--- src/rtl/mips_pipe_ctrl.sv ---
// Pipeline control and hazard unit: per-stage scoreboard of in-flight writes driving
// load-use stalls, operand forwarding selects, decode-redirect flushes and a stall counter.
module mips_pipe_ctrl #(
   parameter int NSTAGES    = 3,
   parameter int LOAD_STAGE = 2,
   parameter int REG_AW     = 5,
   parameter int SEL_W      = 2,
   parameter int CNT_W      = 16
) (
   input  logic               clock,
   input  logic               reset,
   input  logic               hold,
   input  logic               d_valid,
   input  logic [REG_AW-1:0]  d_rs,
   input  logic [REG_AW-1:0]  d_rt,
   input  logic               d_rs_used,
   input  logic               d_rt_used,
   input  logic               d_wr_en,
   input  logic [REG_AW-1:0]  d_wr_addr,
   input  logic               d_is_load,
   input  logic               d_redirect,
   output logic               stall,
   output logic               issue,
   output logic               fd_flush,
   output logic [SEL_W-1:0]   fwd_rs_sel,
   output logic [SEL_W-1:0]   fwd_rt_sel,
   output logic [NSTAGES-1:0] stage_valid,
   output logic               wb_en,
   output logic [REG_AW-1:0]  wb_addr,
   output logic [CNT_W-1:0]   stall_cnt
);

   typedef struct packed {
      logic              v;
      logic              wr_en;
      logic [REG_AW-1:0] addr;
      logic              is_load;
   } entry_t;

   // Index i holds pipeline stage i+1 (0 = EX).
   entry_t            sb_q [NSTAGES];
   entry_t            sb_d [NSTAGES];
   logic [CNT_W-1:0]  cnt_q, cnt_d;

   logic [NSTAGES-1:0] rs_hit, rt_hit, ld_early;
   logic [SEL_W-1:0]   rs_sel, rt_sel;
   logic               rs_wait, rt_wait;

   genvar gi;
   generate
      for (gi = 0; gi < NSTAGES; gi++) begin : g_stage
         assign rs_hit[gi]      = sb_q[gi].v & sb_q[gi].wr_en & (sb_q[gi].addr == d_rs) & (d_rs != '0);
         assign rt_hit[gi]      = sb_q[gi].v & sb_q[gi].wr_en & (sb_q[gi].addr == d_rt) & (d_rt != '0);
         assign ld_early[gi]    = sb_q[gi].is_load & ((gi + 1) < LOAD_STAGE);
         assign stage_valid[gi] = sb_q[gi].v & sb_q[gi].wr_en;
      end
   endgenerate

   // Walk oldest to youngest so the youngest matching writer wins.
   always_comb begin
      rs_sel  = '0;
      rt_sel  = '0;
      rs_wait = 1'b0;
      rt_wait = 1'b0;
      for (int i = NSTAGES - 1; i >= 0; i--) begin
         if (d_rs_used && rs_hit[i]) begin
            rs_sel  = SEL_W'(i + 1);
            rs_wait = ld_early[i];
         end
         if (d_rt_used && rt_hit[i]) begin
            rt_sel  = SEL_W'(i + 1);
            rt_wait = ld_early[i];
         end
      end
   end

   assign fwd_rs_sel = rs_wait ? '0 : rs_sel;
   assign fwd_rt_sel = rt_wait ? '0 : rt_sel;
   assign stall      = d_valid & (rs_wait | rt_wait);
   assign issue      = d_valid & ~stall & ~hold;
   assign fd_flush   = issue & d_redirect;

   always_comb begin
      sb_d  = sb_q;
      cnt_d = cnt_q;
      if (!hold) begin
         sb_d[0].v       = issue;
         sb_d[0].wr_en   = d_wr_en;
         sb_d[0].addr    = d_wr_addr;
         sb_d[0].is_load = d_is_load;
         for (int i = 1; i < NSTAGES; i++) begin
            sb_d[i] = sb_q[i-1];
         end
         if (stall && (cnt_q != '1)) begin
            cnt_d = cnt_q + CNT_W'(1);
         end
      end
   end

   always_ff @(posedge clock or posedge reset) begin
      if (reset) begin
         for (int i = 0; i < NSTAGES; i++) begin
            sb_q[i] <= '0;
         end
         cnt_q <= '0;
      end else begin
         sb_q  <= sb_d;
         cnt_q <= cnt_d;
      end
   end

   assign wb_en     = sb_q[NSTAGES-1].v & sb_q[NSTAGES-1].wr_en & (sb_q[NSTAGES-1].addr != '0);
   assign wb_addr   = sb_q[NSTAGES-1].addr;
   assign stall_cnt = cnt_q;

endmodule

--- config.mk ---
export PLATFORM = sky130hd
export DESIGN_NAME = mips_pipe_ctrl
export DESIGN_NICKNAME = d
export VERILOG_FILES = /design/src/rtl/mips_pipe_ctrl.sv
export SDC_FILE = /design/constraint.sdc
export NUM_CORES = 1
export LEC_CHECK = 0
export CORE_MARGIN = 4
export CORE_UTILIZATION = 53
export CTS_CLUSTER_DIAMETER = 60
export DETAILED_ROUTE_END_ITERATION = 12
export PLACE_DENSITY = 0.85
export RECOVER_POWER = 25
export SLEW_MARGIN = 20
export SYNTH_ARGS = -nofsm -noshare
export SYNTH_HDL_FRONTEND = slang
export SYNTH_SLANG_ARGS = --single-unit
--- constraint.sdc ---
create_clock -name clock -period 7.3 [get_ports clock]
set_clock_uncertainty 0.05 [all_clocks]
set_input_delay 1.46 -clock clock [delete_from_list [all_inputs] [get_ports clock]]
set_output_delay 1.46 -clock clock [all_outputs]
set_load 0.05 [all_outputs]
Word-level counts from Yosys, hierarchy flattened

Index checks and enable logic that the tools add are counted.

Register bits: 38

Add/subtract/negate cells: 1
Equal/unequal tests: 7
Multiplexer cells: 10
Bitwise gates (word level): 23
Reductions and logical operators: 11

Operator list:

| operator                | number |
|---|---|
| $eq A5 B5 Y1            | 6 |
| $and A1 B1 Y1           | 20 |
| $add A16 B1 Y16 const B | 1 |
| $mux W2                 | 8 |
| $ne A16 B16 Y1 const B  | 1 |
| $reduce_bool A5 Y1      | 3 |
| $logic_and A1 B1 Y1     | 7 |
| $mux W1                 | 2 |
| $not A1 Y1              | 2 |
| $reduce_and A2 Y1       | 1 |
| $or A1 B1 Y1            | 1 |

Depth between registers and ports, before layout

Gate-level depths: netlist of the first run.

Word-level depth: 11
Gate-level depth with buffers: 7
Gate-level depth less buffers: 6

Worst setup path before layout of the first run

Ideal clock, no wire load.

Path kind: input port to output port
Start: input port d_rs[0]
End: output port fd_flush
Data arrival time: 3823 ps
Slack: 1967 ps
Cell stages on the path: 7
Path buffers: 2
Path through: or4_1 -> o21ai_1 -> or4_4 -> buf_6 -> buf_6 -> a21boi_1 -> nor3b_1

Longest elaborated chain between the ends: 11

RTL lines:

| item                           | RTL line | text |
|---|---|---|
| from (decl)                    | 14       | `input logic [REG_AW-1:0] d_rs,` |
| $eq A5 B5 Y1                   | 52       | `assign rs_hit[gi] = sb_q[gi].v & sb_q[gi].wr_en & (sb_q[gi].addr == d_rs) & (d_rs != '0);` |
| $and A1 B1 Y1                  | 52       |  |
| $and A1 B1 Y1 (*)              | 52       |  |
| $logic_and A1 B1 Y1 (*)        | 66       | `if (d_rs_used && rs_hit[i]) begin` |
| $mux W1 (*)                    | 66       |  |
| $or A1 B1 Y1 (*)               | 79       | `assign stall = d_valid & (rs_wait \| rt_wait);` |
| $and A1 B1 Y1 (*)              | 79       |  |
| $not A1 Y1 (*)                 | 80       | `assign issue = d_valid & ~stall & ~hold;` |
| $and A1 B1 Y1 (*) (2 in a row) | 80       |  |
| $and A1 B1 Y1 (*)              | 81       | `assign fd_flush = issue & d_redirect;` |
| to (decl)                      | 24       | `output logic fd_flush,` |

Every way passes the cells marked *; elsewhere a longest branch is shown, timed or not.

Worst setup path in the final report of the first run

Start: input port d_rt[2]
End: output port stall

Longest elaborated chain between the ends: 7

RTL lines:

| item                    | RTL line | text |
|---|---|---|
| from (decl)             | 15       | `input logic [REG_AW-1:0] d_rt,` |
| $eq A5 B5 Y1            | 53       | `assign rt_hit[gi] = sb_q[gi].v & sb_q[gi].wr_en & (sb_q[gi].addr == d_rt) & (d_rt != '0);` |
| $and A1 B1 Y1           | 53       |  |
| $and A1 B1 Y1 (*)       | 53       |  |
| $logic_and A1 B1 Y1 (*) | 70       | `if (d_rt_used && rt_hit[i]) begin` |
| $mux W1 (*)             | 70       |  |
| $or A1 B1 Y1 (*)        | 79       |  |
| $and A1 B1 Y1 (*)       | 79       |  |
| to (decl)               | 22       | `output logic stall,` |

Marked as above.

==> metrics.json, run 1 <==
{
  "status": {"value": "complete, but fails checks"},
  "failed_checks": {"value": "capacitance limit, slew limit"},
  "setup.worst_path.end_class": {"value": "primary output"},
  "holdPathStages": {"value": 1},
  "synthDominantAreaCellType": {"value": "sky130_fd_sc_hd__dfrtp_1"},
  "cellLeakagePower": {"value": 1.16, "unit": "nW"},
  "crit_required": {"value": 5.79, "unit": "ns"},
  "pwr_density": {"value": 187, "unit": "nW/µm²"},
  "nets": {"value": 278},
  "synth_fp_nets": {"value": 227},
  "worstReg2RegEnd": {"value": "stall_cnt[1]"},
  "holdCritStartpoint": {"value": "stall_cnt[9]"},
  "antennaDiodeCount": {"value": 0},
  "post_synthesis_instance_area": {"value": 2280, "unit": "µm²"},
  "setup_total_negative_slack": {"value": 0, "unit": "ns"},
  "regToRegStartpoint": {"value": "sb_q[17]"},
  "max-slew-margin-rel": {"value": -0.315},
  "final_cell_area": {"value": 2900, "unit": "µm²"},
  "setup_violations_final": {"value": 0},
  "start_kind": {"value": "input pin"},
  "detail_route.wirelength": {"value": 5000, "unit": "µm"},
  "port-buffer-count": {"value": 55},
  "dpl.hpwl": {"value": 3870, "unit": "µm"},
  "wl_per_cell": {"value": 16.4, "unit": "µm"},
  "synthesis.instances": {"value": 202},
  "drt_first_pass_iters": {"value": 4},
  "post_synth_most_frequent_cells": {"value": "sky130_fd_sc_hd__dfrtp_1, sky130_fd_sc_hd__xnor2_1, sky130_fd_sc_hd__mux2_2, sky130_fd_sc_hd__xor2_1, sky130_fd_sc_hd__nand4_1"},
  "async_reset_ff_frac": {"value": 1.00},
  "dr_total_vias": {"value": 1714},
  "area_growth": {"value": 27.3, "unit": "%"},
  "postSynth.topFlopCell": {"value": "sky130_fd_sc_hd__dfrtp_1"},
  "synthesis.yosys.warnings": {"value": 0},
  "final_critical_path_required_period": {"value": 5.86, "unit": "ns"},
  "grt_start_max_net_pins": {"value": 39},
  "cts_inserted_buffers": {"value": 5},
  "finalWeightedCongestion": {"value": 0.887},
  "crit_chain": {"value": "clkdlybuf4s50_1 > xnor2_1 > nand4_1 > or4_1 > buf_4 > a21boi_1 > and2_1 > clkdlybuf4s50_1"},
  "ir_drop": {"value": 152, "unit": "µV"},
  "yosysUniqueCellTypes": {"value": 34},
  "worst_case_hold_path_end_point": {"value": "stall_cnt[9]"},
  "post-route-drc-count": {"value": 0},
  "placed_cell_area": {"value": 2810, "unit": "µm²"},
  "post_cts_resized": {"value": 0},
  "worstSkewPairLatency": {"value": 0.28, "unit": "ns"},
  "post_cts_buffers": {"value": 0},
  "clk_root_buffer_cell": {"value": "sky130_fd_sc_hd__clkbuf_8"},
  "boundaryPins": {"value": 56},
  "drt_first_iter_violations": {"value": 87},
  "cts_hold_repair.buffers": {"value": 0},
  "postSynthAreaPerCell": {"value": 11.3, "unit": "µm²"},
  "final_min_period_over_clock_period": {"value": 0.803},
  "worst_path_fanout_max": {"value": 19},
  "timing.reg2reg.worst_path_depth": {"value": 5},
  "coreArea": {"value": 4090, "unit": "µm²"},
  "crit_path_frequent_cell": {"value": "sky130_fd_sc_hd__clkdlybuf4s50_1"},
  "max-cap-violations": {"value": 1},
  "track_usage": {"value": 0.204},
  "final-max-slew-violation-count": {"value": 39},
  "total_power": {"value": 543, "unit": "µW"},
  "hold-worst-slack": {"value": 0.464, "unit": "ns"},
  "hold_path.class": {"value": "reg2reg"},
  "yosysSeqAreaShare": {"value": 0.417},
  "clock_tree.buffer_depth": {"value": 2},
  "critical_path_class": {"value": "in2out"},
  "grt_pass1_wl": {"value": 8470, "unit": "µm"},
  "grt_antenna_before_repair": {"value": 0},
  "grt_overflow_total": {"value": 0},
  "worst_setup_hold_path_clk_slew": {"value": 0.08, "unit": "ns"},
  "tritoncts": {"value": "yes"},
  "synth-seq-cells": {"value": 38},
  "max_freq": {"value": 171, "unit": "MHz"},
  "critPathSlowestCell": {"value": "sky130_fd_sc_hd__clkdlybuf4s50_1"},
  "cts.sinks": {"value": 38},
  "drive_gt1_frac": {"value": 0.165},
  "grt_setup_unrepaired": {"value": "no"},
  "first_global_vias": {"value": 1746},
  "tightestPinTransition": {"value": 1.97, "unit": "ns"},
  "yosysTopAreaCellShare": {"value": 0.417},
  "synth.most_common_cell": {"value": "sky130_fd_sc_hd__dfrtp_1"},
  "die_area": {"value": 5410, "unit": "µm²"},
  "hold_viol_final": {"value": 0},
  "synth_enable_flop_cells": {"value": 0},
  "floorplan.die.height": {"value": 73.6, "unit": "µm"},
  "htreeDepth": {"value": 2},
  "drt.antenna.violating_nets": {"value": 0},
  "number_of_standard_cell_rows_in_the_floorplan": {"value": 23},
  "fp.dieW": {"value": 73.6, "unit": "µm"},
  "worst-r2r-setup-slack": {"value": 5.03, "unit": "ns"},
  "synth.top_cells.by_area": {"value": "sky130_fd_sc_hd__dfrtp_1, sky130_fd_sc_hd__mux2_2, sky130_fd_sc_hd__xnor2_1, sky130_fd_sc_hd__xor2_1, sky130_fd_sc_hd__a2111oi_2"},
  "initial_utilization": {"value": 0.558},
  "vias_per_cell": {"value": 5.64},
  "cp_data_arrival_time": {"value": 4.35, "unit": "ns"},
  "critPathMaxStageDelay": {"value": 0.80, "unit": "ns"},
  "fillCellCount": {"value": 326}
}
## power by group
| group | total (mW) | leakage [nW] | internal (mW) | switching (mW) |
|---|---|---|---|---|
| Sequential | 0.255 | 0.483 | 0.229 | 0.0262 |
| Combinational | 0.137 | 0.631 | 0.0647 | 0.0724 |
| Clock | 0.151 | 0.0472 | 0.0759 | 0.0749 |
| Total | 0.543 | 1.16 | 0.369 | 0.174 |
## layout make-up
| class | count | area [µm²] | area share |
|---|---|---|---|
| multi-input cells | 147 | 1220 | 0.419 |
| flip-flops and latches | 38 | 951 | 0.328 |
| repair buffers | 57 | 562 | 0.194 |
| clock buffers | 6 | 82.6 | 0.0285 |
| well taps | 50 | 62.6 | 0.0216 |
| inverters | 4 | 15.0 | 0.00517 |
| clock inverters | 2 | 12.5 | 0.00431 |
## logic make-up after synthesis
logic type	after synthesis	share of synthesized area
AOI/OAI and AO/OA	25	0.101
xor gates and xnor gates	44	0.169
adders and majority gates	1	0.00549
buffers and inverters	17	0.0494
DFF	38	0.417
muxes	23	0.114
and+or+nand+nor	54	0.144
## metrics by stage
stage,instances,utilization,setup slack [ns]
6_report,304,0.710,1.44
5_1_grt,304,0.710,1.28
4_1_cts,304,0.711,1.43
3_5_place_dp,296,0.688,1.43
3_3_place_gp,296,0.688,1.49
2_1_floorplan,202,-,1.97
## flip-flops by register name, summed over array words and instances (netlist names)
name and cells:
stall_cnt 16, wb_addr 5, sb_q 16, ld_early 1
## how the worst max path moves through the flow
stage,from,cells after the start,slack (ns),to
after floorplan,d_rs[0],7,1.97,fd_flush
after detailed placement,d_rt[2],8,1.43,stall
after global placement,d_rt[4],8,1.49,stall
after global routing,d_rt[0],8,1.28,fd_flush
final,d_rt[2],8,1.44,stall
after CTS,d_rt[2],8,1.43,stall
## critical path, delay by kind of cell
kind,cells,cell delay (ns)
xor gates and xnor gates,1,0.15
AOI/OAI and AO/OA,1,0.30
buffers and inverters,3,1.63
and+or+nand+nor,3,0.79
## layer usage
metal / up-vias / track usage / part of all wire
li1: 829 / - / -
met1: 825 / 0.298 / 0.47
met2: 56 / 0.306 / 0.47
met3: 4 / 0.0424 / 0.056
met4: 0 / 0.0543 / 0.0078
met5: - / 0 / 0
## layout by cell type (no fill, tap or decap), drive strengths merged, types with 3 or more instances in the layout
cell and count:
a211oi 4, a21boi 3, nand3b 3, a2111oi 7, o21ai 5, mux2 23
nand3 8, xnor2 24, clkdlybuf4s50 54, xor2 20, inv 4, clkbuf 7
dfrtp 38, nand4 11, a21oi 5, or4 10, nor2 3, nand2 8
Note: power is estimated with default switching activity, not from simulation.
==> run 2: changes to the inputs <==
CORE_UTILIZATION = 49   (was 53)
PLACE_DENSITY = 0.79   (was 0.85)
clock period = 6 ns   (was 7.3 ns; I/O delays follow)
==> run 2 against run 1 <==
The flow still finishes with violations (capacitance limit, slew limit). Register-to-register slack worse by 1.4 ns. Wire length is 2.7% higher. Clock-buffer cell count is 1 higher. Cell area grew 0.73%. Flip-flop and latch count is the same. Worst setup slack worse by 0.75 ns. Critical path depth shrank 1. Worst hold slack got worse by 0.018 ns. Via count rose by 2.0%. Die area rose by 7.3%. Core utilization shrank 4.8 points. Cell count grew 0.99%. Critical path type unchanged.
==> metrics.json, run 2 (same netlist as run 1, synthesis figures left out) <==
{
  "drt_first_iter_violations": {"value": 164, "change": "was 87"},
  "cts_inserted_buffers": {"value": 5, "change": "unchanged"},
  "grt_antenna_before_repair": {"value": 0, "change": "unchanged"},
  "clk_root_buffer_cell": {"value": "sky130_fd_sc_hd__clkbuf_8", "change": "unchanged"},
  "hold_path.class": {"value": "reg2reg", "change": "unchanged"},
  "cts_hold_repair.buffers": {"value": 0, "change": "unchanged"},
  "critPathMaxStageDelay": {"value": 0.84, "unit": "ns", "change": "was 0.80 ns"},
  "post-route-drc-count": {"value": 0, "change": "unchanged"},
  "port-buffer-count": {"value": 55, "change": "unchanged"},
  "drive_gt1_frac": {"value": 0.161, "change": "was 0.165"},
  "nets": {"value": 279, "change": "was 278"},
  "grt_pass1_wl": {"value": 8850, "unit": "µm", "change": "was 8470 µm"},
  "cell_family_with_the_largest_share_of_critical_path_delay": {"value": "buffers and inverters", "change": "unchanged"},
  "max-cap-violations": {"value": 1, "change": "unchanged"},
  "initial_utilization": {"value": 0.516, "change": "was 0.558"},
  "worstSkewPairLatency": {"value": 0.29, "unit": "ns", "change": "was 0.28 ns"},
  "final-max-slew-violation-count": {"value": 39, "change": "unchanged"},
  "setup_violations_final": {"value": 0, "change": "unchanged"},
  "boundaryPins": {"value": 56, "change": "unchanged"},
  "number_of_standard_cell_rows_in_the_floorplan": {"value": 24, "change": "was 23"},
  "grt_overflow_total": {"value": 0, "change": "unchanged"},
  "vias_per_cell": {"value": 5.70, "change": "was 5.64"},
  "regToRegStartpoint": {"value": "sb_q[20]", "change": "was sb_q[17]"},
  "max_freq": {"value": 188, "unit": "MHz"},
  "setup.worst_path.end_class": {"value": "primary output", "change": "unchanged"},
  "status": {"value": "complete, but fails checks", "change": "unchanged"},
  "first_global_vias": {"value": 1805, "change": "was 1746"},
  "grt_setup_unrepaired": {"value": "no", "change": "unchanged"},
  "p_seq_frac": {"value": 0.450, "change": "was 0.469"},
  "holdPathStages": {"value": 1, "change": "unchanged"},
  "final_common_cell": {"value": "sky130_fd_sc_hd__clkdlybuf4s50_1", "change": "unchanged"},
  "final_cell_area": {"value": 2920, "unit": "µm²", "change": "was 2900 µm²"},
  "instances_no_fill": {"value": 307, "change": "was 304"},
  "cp.depth": {"value": 7, "change": "was 8"},
  "final_util": {"value": 0.662, "change": "was 0.710"},
  "net-switching-power": {"value": 205, "unit": "µW", "change": "was 174 µW"},
  "layout_common_cells": {"value": "sky130_fd_sc_hd__clkdlybuf4s50_1, sky130_fd_sc_hd__dfrtp_1, sky130_fd_sc_hd__xnor2_1", "change": "unchanged"},
  "final_critical_path_required_period": {"value": 5.31, "unit": "ns"},
  "cp_num_buf_inv": {"value": 2, "change": "was 3"},
  "clkPwrFrac": {"value": 0.307, "change": "was 0.278"},
  "tritoncts": {"value": "yes", "change": "unchanged"},
  "finalWeightedCongestion": {"value": 0.906, "change": "was 0.887"},
  "dr_total_vias": {"value": 1749, "change": "was 1714"},
  "cellLeakagePower": {"value": 1.17, "unit": "nW", "change": "was 1.16 nW"},
  "worstReg2RegEnd": {"value": "stall_cnt[1]", "change": "unchanged"},
  "worst-r2r-setup-slack": {"value": 3.66, "unit": "ns", "change": "was 5.03 ns"},
  "area_growth": {"value": 28.2, "unit": "%", "change": "was 27.3%"},
  "detail_route.wirelength": {"value": 5130, "unit": "µm", "change": "was 5000 µm"},
  "crit_required": {"value": 4.75, "unit": "ns", "change": "was 5.79 ns"},
  "internal_power": {"value": 481, "unit": "µW", "change": "was 369 µW"},
  "critical_path_class": {"value": "in2out", "change": "unchanged"},
  "pwr_density": {"value": 235, "unit": "nW/µm²", "change": "was 187 nW/µm²"},
  "cts.sinks": {"value": 38, "change": "unchanged"},
  "holdCritStartpoint": {"value": "stall_cnt[9]", "change": "unchanged"},
  "crit_chain": {"value": "clkdlybuf4s50_1 > or4_1 > o21ai_1 > or4_4 > a21boi_1 > nor3b_1 > clkdlybuf4s50_1", "change": "was clkdlybuf4s50_1 > xnor2_1 > nand4_1 > or4_1 > buf_4 > a21boi_1 > and2_1 > clkdlybuf4s50_1"},
  "setup_total_negative_slack": {"value": 0, "unit": "ns", "change": "unchanged"},
  "die_area": {"value": 5810, "unit": "µm²", "change": "was 5410 µm²"},
  "coreArea": {"value": 4410, "unit": "µm²", "change": "was 4090 µm²"},
  "wl_per_cell": {"value": 16.7, "unit": "µm", "change": "was 16.4 µm"},
  "final_min_period_over_clock_period": {"value": 0.884},
  "ir_drop": {"value": 143, "unit": "µV", "change": "was 152 µV"},
  "fp.dieW": {"value": 76.2, "unit": "µm", "change": "was 73.6 µm"},
  "placed_cells": {"value": 299, "change": "was 296"},
  "grt_start_max_net_pins": {"value": 39, "change": "unchanged"},
  "track_usage": {"value": 0.182, "change": "was 0.204"},
  "floorplan.die.height": {"value": 76.2, "unit": "µm", "change": "was 73.6 µm"},
  "placed_cell_area": {"value": 2820, "unit": "µm²", "change": "was 2810 µm²"},
  "htreeDepth": {"value": 2, "change": "unchanged"},
  "critPathSlowestCell": {"value": "sky130_fd_sc_hd__clkdlybuf4s50_1", "change": "unchanged"},
  "post_cts_buffers": {"value": 0, "change": "unchanged"},
  "antennaDiodeCount": {"value": 0, "change": "unchanged"},
  "total_power": {"value": 686, "unit": "µW", "change": "was 543 µW"},
  "failed_checks": {"value": "capacitance limit, slew limit", "change": "unchanged"},
  "clock_tree.buffer_depth": {"value": 2, "change": "unchanged"},
  "post_cts_resized": {"value": 0, "change": "unchanged"},
  "drt_first_pass_iters": {"value": 4, "change": "unchanged"},
  "worst_setup_hold_path_clk_slew": {"value": 0.08, "unit": "ns", "change": "about the same"},
  "worst_path_fanout_max": {"value": 19, "change": "unchanged"},
  "start_kind": {"value": "input pin", "change": "unchanged"},
  "timing.reg2reg.worst_path_depth": {"value": 6, "change": "was 5"},
  "hold_viol_final": {"value": 0, "change": "unchanged"},
  "crit_path_frequent_cell": {"value": "sky130_fd_sc_hd__clkdlybuf4s50_1", "change": "unchanged"},
  "worst_case_hold_path_end_point": {"value": "stall_cnt[9]", "change": "unchanged"},
  "power.share.switching": {"value": 0.298, "change": "was 0.320"},
  "drt.antenna.violating_nets": {"value": 0, "change": "unchanged"},
  "cp_data_arrival_time": {"value": 4.06, "unit": "ns", "change": "was 4.35 ns"},
  "dpl.hpwl": {"value": 3800, "unit": "µm", "change": "was 3870 µm"},
  "tightestPinTransition": {"value": 1.97, "unit": "ns", "change": "about the same"},
  "share_comb_of_total_power": {"value": 0.243, "change": "was 0.253"},
  "max-slew-margin-rel": {"value": -0.316, "change": "was -0.315"}
}
[run 2: cell count changes in the layout (fill, tap and decap cells not counted), sizes merged]
| cell | before | now |
|---|---|---|
| clkbuf | 7 | 8 |
| clkinv | 1 | 0 |
| clkinvlp | 1 | 0 |
| buf | 1 | 2 |
| bufinv | 0 | 1 |
[run 2: final cells by class]
class / instances / area, µm²
clock inverters: 1 / 30.0
multi-input cells: 147 / 1220
flip-flops and latches: 38 / 951
well taps: 52 / 65.1
fillers: 355 / 1490
inverters: 4 / 15.0
repair buffers: 58 / 569
clock buffers: 7 / 76.3
[run 2: power by group through the flow]
stage | combinational (mW) | clock (mW) | sequential, mW
6_report | 0.167 | 0.210 | 0.309
2_1_floorplan | 0.122 | 0 | 0.306
5_1_grt | 0.177 | 0.229 | 0.313
3_5_place_dp | 0.168 | 0 | 0.313
3_3_place_gp | 0.165 | 0 | 0.313
4_1_cts | 0.169 | 0.216 | 0.309
[run 2: how the worst max path moves through the flow]
stage	from	endpoint	slack, ns
after floorplan	d_rs[0]	fd_flush	1.19
after global placement	d_rs[4]	stall	0.73
after detailed placement	d_rs[3]	fd_flush	0.71
after CTS	d_rs[3]	fd_flush	0.70
after global routing	d_rs[3]	fd_flush	0.57
final	d_rs[3]	fd_flush	0.69
[run 2: stage by stage]
step	setup slack, ns	hold slack [ns]
floorplan	1.19	0.423
global placement	0.729	0.436
detailed placement	0.714	0.439
CTS	0.704	0.452
global route	0.574	0.483
finish	0.693	0.446
[run 2: metal layers]
metal	wire [µm]	global-route usage	up-vias
met2	2590	0.306	44
li1	-	-	840
met4	65	0.0612	0
met5	0	0	-
met1	2250	0.239	857
met3	219	0.0272	8
==> run 3: changes to the inputs <==
CAP_MARGIN = 10   (was default)
==> results of run 3 <==
No change in the layout: final DEF, timing and power equal those of run 2.
